==> src/rtl/cnn_layer_sequencer_if.sv <==
// ---------------------------------------------------------------------------
// cnn_layer_sequencer_if
//
// Purpose : Bundles the control/handshake signals between the layer
//           sequencer and the CNN engines plus the host-side run/abort
//           controls and status flags.
//
// Signals :
//   run          host -> seq   pulse that starts a full pass
//   abort        host -> seq   synchronous cancel of the current pass
//   stage_start  seq  -> eng   one-hot start pulse, one bit per engine
//   stage_done   eng  -> seq   done from each engine (pulse or held level)
//   buf_sel      seq  -> eng   ping-pong select: read bank buf_sel,
//                              write bank ~buf_sel
//   cur_stage    seq  -> host  index of the active stage
//   busy         seq  -> host  pass in progress
//   done         seq  -> host  one-cycle pulse at the end of a pass
//   error        seq  -> host  sticky watchdog fault flag
//   err_stage    seq  -> host  index of the stage that timed out
//
// Modports: master = sequencer side, slave = host/engine side.
// ---------------------------------------------------------------------------
interface cnn_layer_sequencer_if #(
  parameter int NUM_STAGES = 4
);
  localparam int SW = (NUM_STAGES > 1) ? $clog2(NUM_STAGES) : 1;

  logic                  run;
  logic                  abort;
  logic [NUM_STAGES-1:0] stage_start;
  logic [NUM_STAGES-1:0] stage_done;
  logic                  buf_sel;
  logic [SW-1:0]         cur_stage;
  logic                  busy;
  logic                  done;
  logic                  error;
  logic [SW-1:0]         err_stage;

  modport master (
    input  run,
    input  abort,
    input  stage_done,
    output stage_start,
    output buf_sel,
    output cur_stage,
    output busy,
    output done,
    output error,
    output err_stage
  );

  modport slave (
    output run,
    output abort,
    output stage_done,
    input  stage_start,
    input  buf_sel,
    input  cur_stage,
    input  busy,
    input  done,
    input  error,
    input  err_stage
  );
endinterface

==> src/rtl/cnn_layer_sequencer.sv <==
// ---------------------------------------------------------------------------
// cnn_layer_sequencer
//
// Purpose : Runs NUM_STAGES CNN layer engines in a fixed order. Each engine
//           gets a one-cycle start pulse and the sequencer waits for a rising
//           edge on its done line before moving on. The ping-pong feature-map
//           bank select flips after every stage so each stage reads what the
//           previous one wrote. A per-stage watchdog turns a hung engine into
//           a sticky error instead of a stalled pipeline.
//
// Parameters:
//   NUM_STAGES      number of engines sequenced (1..16)
//   TIMEOUT_CYCLES  max cycles in WAIT for one stage (1..2^20-1)
//
// Ports:
//   clk    clock
//   reset  asynchronous, active-low reset
//   bus    cnn_layer_sequencer_if.master (run/abort in, stage handshake,
//          buffer select and status out)
// ---------------------------------------------------------------------------
module cnn_layer_sequencer #(
  parameter int NUM_STAGES     = 4,
  parameter int TIMEOUT_CYCLES = 65535
) (
  input logic                   clk,
  input logic                   reset,
  cnn_layer_sequencer_if.master bus
);

  localparam int SW = (NUM_STAGES > 1) ? $clog2(NUM_STAGES) : 1;
  // Wide enough for the largest legal TIMEOUT_CYCLES.
  localparam int TW = 20;
  localparam logic [TW-1:0] TMAX     = TW'(TIMEOUT_CYCLES - 1);
  localparam logic [SW-1:0] LAST_STG = SW'(NUM_STAGES - 1);

  typedef enum logic [2:0] {
    S_IDLE    = 3'd0,
    S_LAUNCH  = 3'd1,
    S_WAIT    = 3'd2,
    S_ADVANCE = 3'd3,
    S_FINISH  = 3'd4,
    S_FAULT   = 3'd5
  } state_t;

  state_t                r_state;
  state_t                w_next;

  logic [SW-1:0]         r_cur_stage;
  logic                  r_buf_sel;
  logic                  r_error;
  logic [SW-1:0]         r_err_stage;
  logic [TW-1:0]         r_timer;
  logic [NUM_STAGES-1:0] r_done_q;

  logic                  w_complete;
  logic                  w_timeout;
  logic                  w_last;
  logic [NUM_STAGES-1:0] w_stage_start;
  logic                  w_busy;
  logic                  w_done;

  // Only a fresh rising edge on the active engine's done line counts, so a
  // level left high from an earlier pass cannot complete a stage.
  assign w_complete = bus.stage_done[r_cur_stage] & ~r_done_q[r_cur_stage];
  assign w_timeout  = (r_timer == TMAX);
  assign w_last     = (r_cur_stage == LAST_STG);

  // ---------------------------------------------------------------------
  // State register
  // ---------------------------------------------------------------------
  always_ff @(posedge clk or negedge reset) begin
    if (!reset) begin
      r_state <= S_IDLE;
    end else begin
      r_state <= w_next;
    end
  end

  // ---------------------------------------------------------------------
  // Next-state logic; abort overrides every transition out of a busy state
  // ---------------------------------------------------------------------
  always_comb begin
    w_next = r_state;
    if ((r_state != S_IDLE) && bus.abort) begin
      w_next = S_IDLE;
    end else begin
      case (r_state)
        S_IDLE: begin
          if (bus.run && !bus.abort) begin
            w_next = S_LAUNCH;
          end
        end
        S_LAUNCH: begin
          w_next = S_WAIT;
        end
        S_WAIT: begin
          // Completion wins over a timeout landing on the same cycle.
          if (w_complete) begin
            w_next = S_ADVANCE;
          end else if (w_timeout) begin
            w_next = S_FAULT;
          end
        end
        S_ADVANCE: begin
          w_next = w_last ? S_FINISH : S_LAUNCH;
        end
        S_FINISH: begin
          w_next = S_IDLE;
        end
        S_FAULT: begin
          w_next = S_IDLE;
        end
        default: begin
          w_next = S_IDLE;
        end
      endcase
    end
  end

  // ---------------------------------------------------------------------
  // Outputs decoded from the state; start pulse is one-hot on cur_stage
  // ---------------------------------------------------------------------
  always_comb begin
    w_stage_start = '0;
    w_busy        = 1'b0;
    w_done        = 1'b0;
    case (r_state)
      S_LAUNCH: begin
        w_stage_start[r_cur_stage] = 1'b1;
        w_busy                     = 1'b1;
      end
      S_WAIT: begin
        w_busy = 1'b1;
      end
      S_ADVANCE: begin
        w_busy = 1'b1;
      end
      S_FINISH: begin
        w_busy = 1'b1;
        w_done = 1'b1;
      end
      default: begin
        w_busy = 1'b0;
      end
    endcase
  end

  // ---------------------------------------------------------------------
  // Stage index, bank select, watchdog timer and fault capture
  // ---------------------------------------------------------------------
  always_ff @(posedge clk or negedge reset) begin
    if (!reset) begin
      r_cur_stage <= '0;
      r_buf_sel   <= 1'b0;
      r_error     <= 1'b0;
      r_err_stage <= '0;
      r_timer     <= '0;
      r_done_q    <= '0;
    end else begin
      // Edge-detect history is kept in every state so stale levels are seen.
      r_done_q <= bus.stage_done;
      case (r_state)
        S_IDLE: begin
          if (w_next == S_LAUNCH) begin
            r_cur_stage <= '0;
            r_buf_sel   <= 1'b0;
            r_error     <= 1'b0;
            r_err_stage <= '0;
          end
        end
        S_LAUNCH: begin
          r_timer <= '0;
        end
        S_WAIT: begin
          if (w_next == S_WAIT) begin
            r_timer <= r_timer + 1'b1;
          end
        end
        S_ADVANCE: begin
          if (w_next != S_IDLE) begin
            r_buf_sel <= ~r_buf_sel;
            if (!w_last) begin
              r_cur_stage <= r_cur_stage + SW'(1);
            end
          end
        end
        S_FAULT: begin
          if (!bus.abort) begin
            r_error     <= 1'b1;
            r_err_stage <= r_cur_stage;
          end
        end
        default: begin
          r_timer <= r_timer;
        end
      endcase
    end
  end

  assign bus.stage_start = w_stage_start;
  assign bus.busy        = w_busy;
  assign bus.done        = w_done;
  assign bus.buf_sel     = r_buf_sel;
  assign bus.cur_stage   = r_cur_stage;
  assign bus.error       = r_error;
  assign bus.err_stage   = r_err_stage;

endmodule

==> src/flat_wrapper.sv <==
// flat-port wrapper written by rule: the top's interface ports become plain ports
module cnn_layer_sequencer_flat 
#(
  parameter int NUM_STAGES     = 4,
  parameter int TIMEOUT_CYCLES = 65535
)
  (clk, reset, bus_run, bus_abort, bus_stage_done, bus_stage_start, bus_buf_sel, bus_cur_stage, bus_busy, bus_done, bus_error, bus_err_stage);
  cnn_layer_sequencer_if #(.NUM_STAGES(NUM_STAGES)) bus_i ();
  input logic clk;
  input logic reset;
  input wire logic [$bits(bus_i.run)-1:0] bus_run;
  input wire logic [$bits(bus_i.abort)-1:0] bus_abort;
  input wire logic [$bits(bus_i.stage_done)-1:0] bus_stage_done;
  output wire logic [$bits(bus_i.stage_start)-1:0] bus_stage_start;
  output wire logic [$bits(bus_i.buf_sel)-1:0] bus_buf_sel;
  output wire logic [$bits(bus_i.cur_stage)-1:0] bus_cur_stage;
  output wire logic [$bits(bus_i.busy)-1:0] bus_busy;
  output wire logic [$bits(bus_i.done)-1:0] bus_done;
  output wire logic [$bits(bus_i.error)-1:0] bus_error;
  output wire logic [$bits(bus_i.err_stage)-1:0] bus_err_stage;
  assign bus_i.run = bus_run;
  assign bus_i.abort = bus_abort;
  assign bus_i.stage_done = bus_stage_done;
  assign bus_stage_start = bus_i.stage_start;
  assign bus_buf_sel = bus_i.buf_sel;
  assign bus_cur_stage = bus_i.cur_stage;
  assign bus_busy = bus_i.busy;
  assign bus_done = bus_i.done;
  assign bus_error = bus_i.error;
  assign bus_err_stage = bus_i.err_stage;
  cnn_layer_sequencer #(.NUM_STAGES(NUM_STAGES), .TIMEOUT_CYCLES(TIMEOUT_CYCLES)) u_core (.clk(clk), .reset(reset), .bus(bus_i));
endmodule
==> config.mk <==
export PLATFORM = sky130hd
export DESIGN_NAME = cnn_layer_sequencer_flat
export DESIGN_NICKNAME = d
export VERILOG_FILES = /design/src/rtl/cnn_layer_sequencer_if.sv /design/src/rtl/cnn_layer_sequencer.sv /design/src/flat_wrapper.sv
export SDC_FILE = /design/constraint.sdc
export NUM_CORES = 1
export LEC_CHECK = 0
export ABC_AREA = 1
export BUFFER_PORTS_ARGS = -buffer_cell sky130_fd_sc_hd__buf_2
export CORE_MARGIN = 2
export CORE_UTILIZATION = 55
export CTS_BUF_LIST = sky130_fd_sc_hd__clkbuf_8
export CTS_CLUSTER_DIAMETER = 60
export DETAILED_ROUTE_END_ITERATION = 8
export PLACE_DENSITY = 0.8
export SLEW_MARGIN = 20
export SYNTH_ARGS = -nofsm -noshare
export SYNTH_HDL_FRONTEND = slang
export SYNTH_SLANG_ARGS = --single-unit
==> constraint.sdc <==
create_clock -name clk -period 1.5 [get_ports clk]
set_input_delay 0.075 -clock clk [delete_from_list [all_inputs] [get_ports clk]]
set_output_delay 0.075 -clock clk [all_outputs]
set_load 0.01 [all_outputs]
Word-level counts from Yosys, hierarchy flattened. Cells that the tools add are included.

Output and inout bits: 12. Logic and storage cells: 71. Bits in registers: 33. Bits of input ports: 8.

Bitwise gates (word level): 3. Equality and inequality tests: 14. $add $sub $neg: 2. Reduce and logical (&&, ||, !) cells: 15. Muxes and demuxes: 28. Order comparisons: 2.

Operators with widths (count): one-hot mux 20 bit (2 select lines) (1); adder 20 x 1 -> 20 bit, second input constant (1); equality test 20 x 16 -> 1 bit, second input constant (1); two-way mux 20 bit (1); two-way mux 3 bit (5); one-hot mux 3 bit (4 select lines) (1); equality test 3 x 2 -> 1 bit, second input constant (3); two-way mux 1 bit (8); two-way mux 2 bit (4); one-hot mux 2 bit (2 select lines) (2); equality test 3 x 1 -> 1 bit, second input constant (2); equality test 3 bit, second input constant (2); inequality test 2 x 1 -> 1 bit, second input constant (3); AND reduction 3 bit (2); nonzero test 2 bit (3); nonzero test 3 bit (2); binary-select mux 1 bit (select 2 bit) (2); two-way mux 4 bit (1); inequality test 2 bit, second input constant (2); one-hot mux 1 bit (2 select lines) (2); AND reduction 4 bit (1); OR reduction 4 bit (1); logical AND 1 bit (3); zero test 3 bit (1); other kinds (9) (10).

Depth between registers and ports, before layout. Gate-level depths: netlist of run 1.

Depth in word-level cells: 10. Mapped depth: 13. Gate-level depth less buffers: 13.

Worst setup path before layout of run 1. OpenSTA, ideal clock, no wires.

Path kind: reg-to-reg. Start point: reg u_core.r_timer[1]. End point: reg u_core.r_timer[12]. Data arrival time: 1.522 ns. Setup slack: -0.139 ns. Clock period less this slack: 1.639 ns. Data required time: 1.383 ns. Cell stages (with the launch flop): 11. Library setup time: 0.117 ns. Buffers on the path: 0. Cell sequence: dfrtp_1 ha_1 inv_1 nor2_1 nand2_1 nor3_1 nand2_1 xor2_1 nor2_1 nand2_1 nand2_1.

Word-level cells in the longest chain between the ends: 8. Elaborated cells between the ends (all ways): 11.

RTL lines: start: declaration (line cnn_layer_sequencer.sv:52) `logic [TW-1:0] r_timer;`; start signal: assignment (line cnn_layer_sequencer.sv:176) `r_timer <= r_timer + 1'b1;`; start signal: assignment (line cnn_layer_sequencer.sv:194) `r_timer <= r_timer;`; equality test 20 x 16 -> 1 bit (line cnn_layer_sequencer.sv:65) `assign w_timeout = (r_timer == TMAX);`; two-way mux 3 bit (line cnn_layer_sequencer.sv:100) `end else if (w_timeout) begin`; two-way mux 3 bit (line cnn_layer_sequencer.sv:98) `if (w_complete) begin`; one-hot mux 3 bit (4 select lines) (line cnn_layer_sequencer.sv:87) `case (r_state)`; two-way mux 3 bit (line cnn_layer_sequencer.sv:84) `if ((r_state != S_IDLE) && bus.abort) begin`; equality test 3 x 2 -> 1 bit (line cnn_layer_sequencer.sv:175) `if (w_next == S_WAIT) begin`; inequality test 2 x 1 -> 1 bit (no source line); AND reduction 2 bit (no source line).

Several ways; a longest one is shown, not always the timed one. The select of a mux whose other input is x is not followed. A chain may end at the register's enable or synchronous reset.

Worst setup path in the final report of run 1.
Start point: reg u_core.r_timer[3]. End point: reg u_core.r_timer[3].

Same word-level chain as after synthesis.

==> results of run 1 <==
per-stage QoR:
step	worst slack, ns	hold slack [ns]
after floorplan	-0.09382	-0.2206
after global placement	-0.1625	0.04488
after detailed placement	-0.2425	0.04659
after CTS	-0.1556	0.2369
after global routing	-0.6109	0.2966
final	-0.5723	0.2885
worst max-delay path by stage:
stage	end	cells after the start
global route	u_core.r_timer[10]	11
finish	u_core.r_timer[3]	12
floorplan	u_core.r_timer[3]	12
CTS	bus_stage_start[2]	9
detailed placement	u_core.r_timer[0]	9
global placement	u_core.r_timer[14]	12
flip-flops by register name (all words and copies together), names as in the netlist:
register,flops
u_core.bus.err_stage,2
u_core.r_done_q,4
u_core.r_timer,20
u_core.bus.error,1
u_core.bus.buf_sel,1
u_core.r_state,3
u_core.bus.cur_stage,2
cell type report:
cell class,count,area (sq um)
Clock buffer,6,82.58
Sequential cell,33,832.0
Clock inverter,2,33.78
Antenna cell,1,2.502
Multi-Input combinational cell,241,1403
Timing Repair inverter,1,7.507
Inverter,37,147.6
Timing Repair Buffer,110,895.9
Tap cell,48,60.06
Fill cell,124,279.0
report_power, final:
part | switching (W) | total, W | internal [W]
sequential | 0.0000841 | 0.00103 | 0.000943
clock | 0.000359 | 0.000895 | 0.000535
combinational | 0.00116 | 0.00203 | 0.000871
total | 0.00160 | 0.00395 | 0.00235
logic make-up (layout without fill, tap and decap cells):
logic type | after synthesis | in the layout | synth area share, %
buf+inv | 45 | 156 | 9.033
fa+ha+maj | 6 | 6 | 3.452
flops | 33 | 33 | 37.97
other cells | 0 | 1 | 0
simple gates | 211 | 211 | 42.00
compound gates | 15 | 15 | 3.913
xor+xnor | 9 | 9 | 3.625
cell usage in the layout (no fill, tap or decap), types with 4 or more instances in the layout:
| master | instances |
|---|---|
| buf_4 | 76 |
| nand2_1 | 72 |
| nor2_1 | 40 |
| nand3_1 | 40 |
| inv_1 | 31 |
| dfrtp_1 | 28 |
| nand2_2 | 17 |
| buf_2 | 16 |
| nor2_4 | 8 |
| nor3_1 | 8 |
| buf_6 | 8 |
| nand3_2 | 6 |
| nand2_4 | 6 |
| clkbuf_8 | 6 |
| inv_2 | 5 |
| xor2_1 | 5 |
| dlygate4sd3_1 | 5 |
| dfrtp_2 | 5 |
| xnor2_1 | 4 |
| ha_1 | 4 |
repair_timing:
| action | 4_1_cts | 5_1_grt |
|---|---|---|
| gates resized for setup | 29 | 54 |
| cloned | 1 | 3 |
| hold buffers | 5 | 0 |
| pin swaps | 10 | 7 |
| hold endpoints to repair | 37 | 0 |
| buffers inserted | 7 | 5 |
| setup endpoints to repair | 28 | 31 |
layer usage:
layer	routed length, microns	GRT usage, %	up-vias
met4	920	21.68	2
met3	1604	8.953	130
met2	4554	59.25	332
met1	3743	51.43	1428
met5	55	0	-
li1	-	-	1232
critical path: cells and delay by family, from the launching register on:
kind	cells	cell delay (ns)
buf+inv	2	0.30
flops	1	0.41
simple gates	10	1.22
==> results_dict.tcl, run 1 <==
set metrics [dict create \
    outcome "finished, violations left" \
    violations "setup timing" \
    antenna_found_initial 1 \
    clock_sinks 33 \
    place_inst 452 \
    synth_edf_count 0 \
    drt_iter0_drc 696 \
    yosysMostFrequentCell "nand2_1" \
    worstMarginPinSlew_ns 0.3944 \
    final.period_utilization_pct 138.2 \
    layout-drive-gt1-share_pct 41.86 \
    regToRegSetupSlack_ns -0.57 \
    finalHoldViolCount 0 \
    drt_first_pass_iters 7 \
    start_kind "flip-flop" \
    io_buffer_count 19 \
    ys.flop_type "dfrtp_1" \
    crit_chain "nand2_1 -> inv_1 -> nand2_1 -> nor2_1 -> nand3_1 -> nand3_2 -> nand2_4 -> nand3_4 -> nand2_8 -> buf_12 -> nand2_1 -> nand2_1" \
    ioPinCount 20 \
    max-vdd-ir-drop_mv 1.173 \
    die_w_microns 66.88 \
    worstPathArrival_ns 2.25 \
    clk_latency_ns 0.30 \
    syn_to_final_growth_pct 59.32 \
    vias 3124 \
    hold_path_class "in2reg" \
    hold-path-cell-count 4 \
    crit_slowest_cell "dfrtp_1" \
    grt_pass1_wl_microns 13030 \
    die_area_sq_um 4473 \
    power_w 0.003955 \
    ant_nets 0 \
    reg2regPathDepth 12 \
    dp_hpwl_microns 4450 \
    path_clk_slew_ns 0.07 \
    r2r_start "u_core.r_timer[3]" \
    drt-vias-per-instance 6.522 \
    numCtsBuffers 5 \
    yosys.area.top_type "dfrtp_1" \
    synth_seq_cells 33 \
    fp.dieH_microns 66.88 \
    synth.top_cell.area_share_pct 37.97 \
    synth_warnings 0 \
    cts_max_path_buffers 2 \
    row_count 22 \
    grt_pass1_vias 2730 \
    rsz0062_at_grt "true" \
    floorplan.initialDensity_pct 58.09 \
    fmaxAchievable_mhz 482.6 \
    powerDensity_nw_per_um2 1142 \
    utilization_pct 92.55 \
    period_needed_ns 2.072 \
    slew_headroom_pct 73.71 \
    synthCells 319 \
    gp_congestion 1.018 \
    synth_area_sq_um 2175 \
    final-max-slew-violation-count 0 \
    nets 443 \
    final_design_area_no_fill_sq_um 3465 \
    gr-total-overflow 0 \
    yosysSeqAreaShare_pct 37.97 \
    cp-end-kind "flip-flop" \
    ys_types 28 \
    synthesis.nets 333 \
    syn_area_per_cell_sq_um 6.817 \
    required_ns 1.67 \
    placed_area_sq_um 2879 \
    synth.area.top_cells "dfrtp_1 38%, nand2_1 16%, nand3_1 10%" \
    setup_violations 31 \
    grt_max_degree 34 \
    grt_usage_pct 39.21 \
    max_stage_delay_ns 0.41 \
    cts.htree.levels 2 \
    cts_tree "yes" \
    drt_wl_total_microns 10880 \
    maxCapViolations 0 \
    crit_top_cell "nand2_1" \
    drcViolationCount 0 \
    avgRoutedWirePerCell_microns 22.71 \
    fin_ws_ns -0.5723 \
    fin_cells 479 \
    skew_ns 0.009166 \
    root_buffer "clkbuf_8" \
    path_max_fanout 5 \
    coreArea_sq_um 3744 \
    min-delay-start "bus_abort" \
    synth_commonest_cells "93 x nand2_1, 49 x nor2_1, 45 x nand3_1" \
    async_flop_share_pct 100.0 \
    p_leak_nw 1.757 \
    crit_type "reg2reg" \
    reg2reg_to "u_core.r_timer[3]" \
    fin_setup_tns_ns -14.47 \
    startpoint "u_core.r_timer[3]" \
    holdPathEnd "u_core.bus.err_stage[0]" \
]
Power figures use the tool's default switching activity.
==> run 2: changes to the inputs <==
--- a/config.mk
+++ b/config.mk
@@ -12,6 +12,7 @@
 export CTS_BUF_LIST = sky130_fd_sc_hd__clkbuf_8
 export CTS_CLUSTER_DIAMETER = 60
 export DETAILED_ROUTE_END_ITERATION = 8
+export MAX_ROUTING_LAYER = met4
 export PLACE_DENSITY = 0.8
 export SLEW_MARGIN = 20
 export SYNTH_ARGS = -nofsm -noshare
==> run 2 against run 1 <==
Effect of this change: the run ends with DRC, setup timing left; first-iteration DRC count is 25% higher; sequential share of layout area up 0.052 points; final cell count decreased by 0.42%; worst hold slack lost 0.026 ns; sequential power barely moved; combinational power about the same; power decreased by 0.97%; utilization fell by 0.20 points; clock skew down 0.0047 ns; critical path type unchanged.
==> results_dict.tcl, run 2 (same netlist as run 1, synthesis figures left out) <==
set metrics [dict create \
    required_ns 1.65 \
    pre_cts_slack_ns -0.2425 \
    path_max_fanout 5 \
    fin_cells 477 \
    cts_tree "yes" \
    final-max-slew-violation-count 0 \
    num_antenna_cells 0 \
    powerDensity_nw_per_um2 1133 \
    vias 3150 \
    setup_violations 31 \
    power_switching_w 0.001566 \
    drt_first_pass_iters 9 \
    ant_nets 0 \
    io_buffer_count 19 \
    period_needed_ns 2.368 \
    violations "DRC, setup timing" \
    grt_usage_pct 40.28 \
    cts_max_path_buffers 2 \
    die_w_microns 66.88 \
    regMostFlops "u_core.r_timer" \
    grt_max_degree 34 \
    fmaxAchievable_mhz 422.2 \
    hold_path_class "in2async" \
    fill_cells 133 \
    slew_headroom_pct 77.16 \
    worstPathArrival_ns 2.52 \
    floorplan.initialDensity_pct 58.09 \
    crit_slowest_cell "dfrtp_1" \
    gr-total-overflow 0 \
    layout_commonest_cell "buf_4" \
    reg_top3 "u_core.r_timer x20, u_core.r_done_q x4, u_core.r_state x3" \
    drcViolationCount 35 \
    gp_congestion 1.038 \
    avgRoutedWirePerCell_microns 23.17 \
    cts.htree.levels 2 \
    numCtsBuffers 5 \
    grt_pass1_vias 2734 \
    final_design_area_no_fill_sq_um 3457 \
    nets 442 \
    max-vdd-ir-drop_mv 1.091 \
    clk_latency_ns 0.30 \
    maxCapViolations 0 \
    grt_pass1_wl_microns 13050 \
    max_stage_delay_ns 0.46 \
    drt_wl_total_microns 11050 \
    layout_common_cells "75 x buf_4, 71 x nand2_1, 40 x nor2_1, 40 x nand3_1, 31 x inv_1" \
    placed_area_sq_um 2879 \
    dp_hpwl_microns 4450 \
    p_leak_nw 1.752 \
    final.period_utilization_pct 157.9 \
    outcome "finished, violations left" \
    crit_family "simple AND/OR/NAND/NOR gates" \
    syn_to_final_growth_pct 58.98 \
    drt-vias-per-instance 6.604 \
    sw_frac_of_total_pct 39.98 \
    place_inst 452 \
    ioPinCount 20 \
    row_count 22 \
    layout-drive-gt1-share_pct 41.96 \
    coreArea_sq_um 3744 \
    cellInternalPower_w 0.002351 \
    die_area_sq_um 4473 \
    crit_chain "nand2_1 -> nor2_1 -> nand2_1 -> nor2_1 -> nand3_1 -> nand3_2 -> nand2_4 -> nand3_4 -> nand2_8 -> buf_12 -> nand2_1 -> nand2_1" \
    drt_iter0_drc 872 \
    root_buffer "clkbuf_8" \
    crit_type "reg2reg" \
    antenna_found_initial 0 \
    pwr-share-seq_pct 26.2 \
    path_buf_inv 1 \
    start_kind "flip-flop" \
    combPwrFrac_pct 51.0 \
    cp-end-kind "flip-flop" \
    largest_reg_flops 20 \
    skew_ns 0.004511 \
    fp.dieH_microns 66.88 \
    crit_top_cell "nand2_1" \
    finalHoldViolCount 0 \
    worstMarginPinSlew_ns 0.3401 \
    p_clk_share_pct 22.8 \
    fin_ws_ns -0.8683 \
    rsz0062_at_grt "true" \
    path_clk_slew_ns 0.07 \
    clock_sinks 33 \
]
-- run 2: final timing paths --
check	start	endpoint	slack [ns]	cells past startpoint
max	u_core.r_timer[12]	u_core.r_timer[10]	-0.87	12
min	reset	u_core.r_timer[9]	0.26	3
max reg2reg	u_core.r_timer[12]	u_core.r_timer[10]	-0.87	12
min reg2reg	u_core.bus.buf_sel	u_core.bus.buf_sel	0.51	2
max in group asynchronous	reset	u_core.r_timer[13]	1.04	3
min in group clk	bus_abort	u_core.r_state[1]	0.27	5
-- run 2: metal layers --
layer	global-route usage (%)	wire, microns	vias up
met5	-	0	-
met4	21.68	1021	0
met3	9.459	1747	149
met2	59.50	4478	365
met1	51.00	3806	1407
li1	-	-	1229
-- run 2: stage by stage --
stage,power [W],TNS (ns),hold WS (ns),utilization [%]
global placement,0.002115,-2.516,0.04488,76.91
finish,0.003917,-18.80,0.2627,92.35
CTS,0.003234,-3.555,0.2369,85.06
detailed placement,0.002144,-4.774,0.04659,76.91
floorplan,0.001589,-1.864,-0.2206,-
global route,0.003984,-20.51,0.2716,92.35
-- run 2: cell type report --
type / instances / area (sq um) / share of cell area [%]
inverters: 37 / 147.6 / 4.271
flip-flops and latches: 33 / 832.0 / 24.07
repair inverters: 1 / 7.507 / 0.2172
well taps: 48 / 60.06 / 1.737
multi-input cells: 241 / 1405 / 40.64
clock buffers: 6 / 82.58 / 2.389
repair buffers: 109 / 888.4 / 25.70
clock inverters: 2 / 33.78 / 0.9772
-- run 2: worst reg2reg max path, stage by stage (launching register included) --
cell	delay, ns
dfrtp_1	0.46
nand2_1	0.12
nor2_1	0.13
nand2_1	0.11
nor2_1	0.26
nand3_1	0.29
nand3_2	0.18
nand2_4	0.09
nand3_4	0.14
nand2_8	0.09
buf_12	0.14
nand2_1	0.07
nand2_1	0.14
-- run 2: what timing repair did --
| item | in CTS | in global routing |
|---|---|---|
| gates resized for setup | 29 | 55 |
| setup endpoints to repair | 28 | 31 |
| setup buffers | 7 | 4 |
| hold endpoints to repair | 37 | 0 |
| pin swaps | 10 | 6 |
| hold buffers | 5 | 0 |
| gates cloned | 1 | 3 |
-- run 2: power groups by stage --
stage | Combinational [W] | Clock (W) | Sequential, W
after floorplan | 0.000570 | 0 | 0.00102
after global placement | 0.00111 | 0 | 0.00101
after detailed placement | 0.00113 | 0 | 0.00101
after CTS | 0.00134 | 0.000893 | 0.00100
after global routing | 0.00203 | 0.000921 | 0.00103
final | 0.00200 | 0.000891 | 0.00103
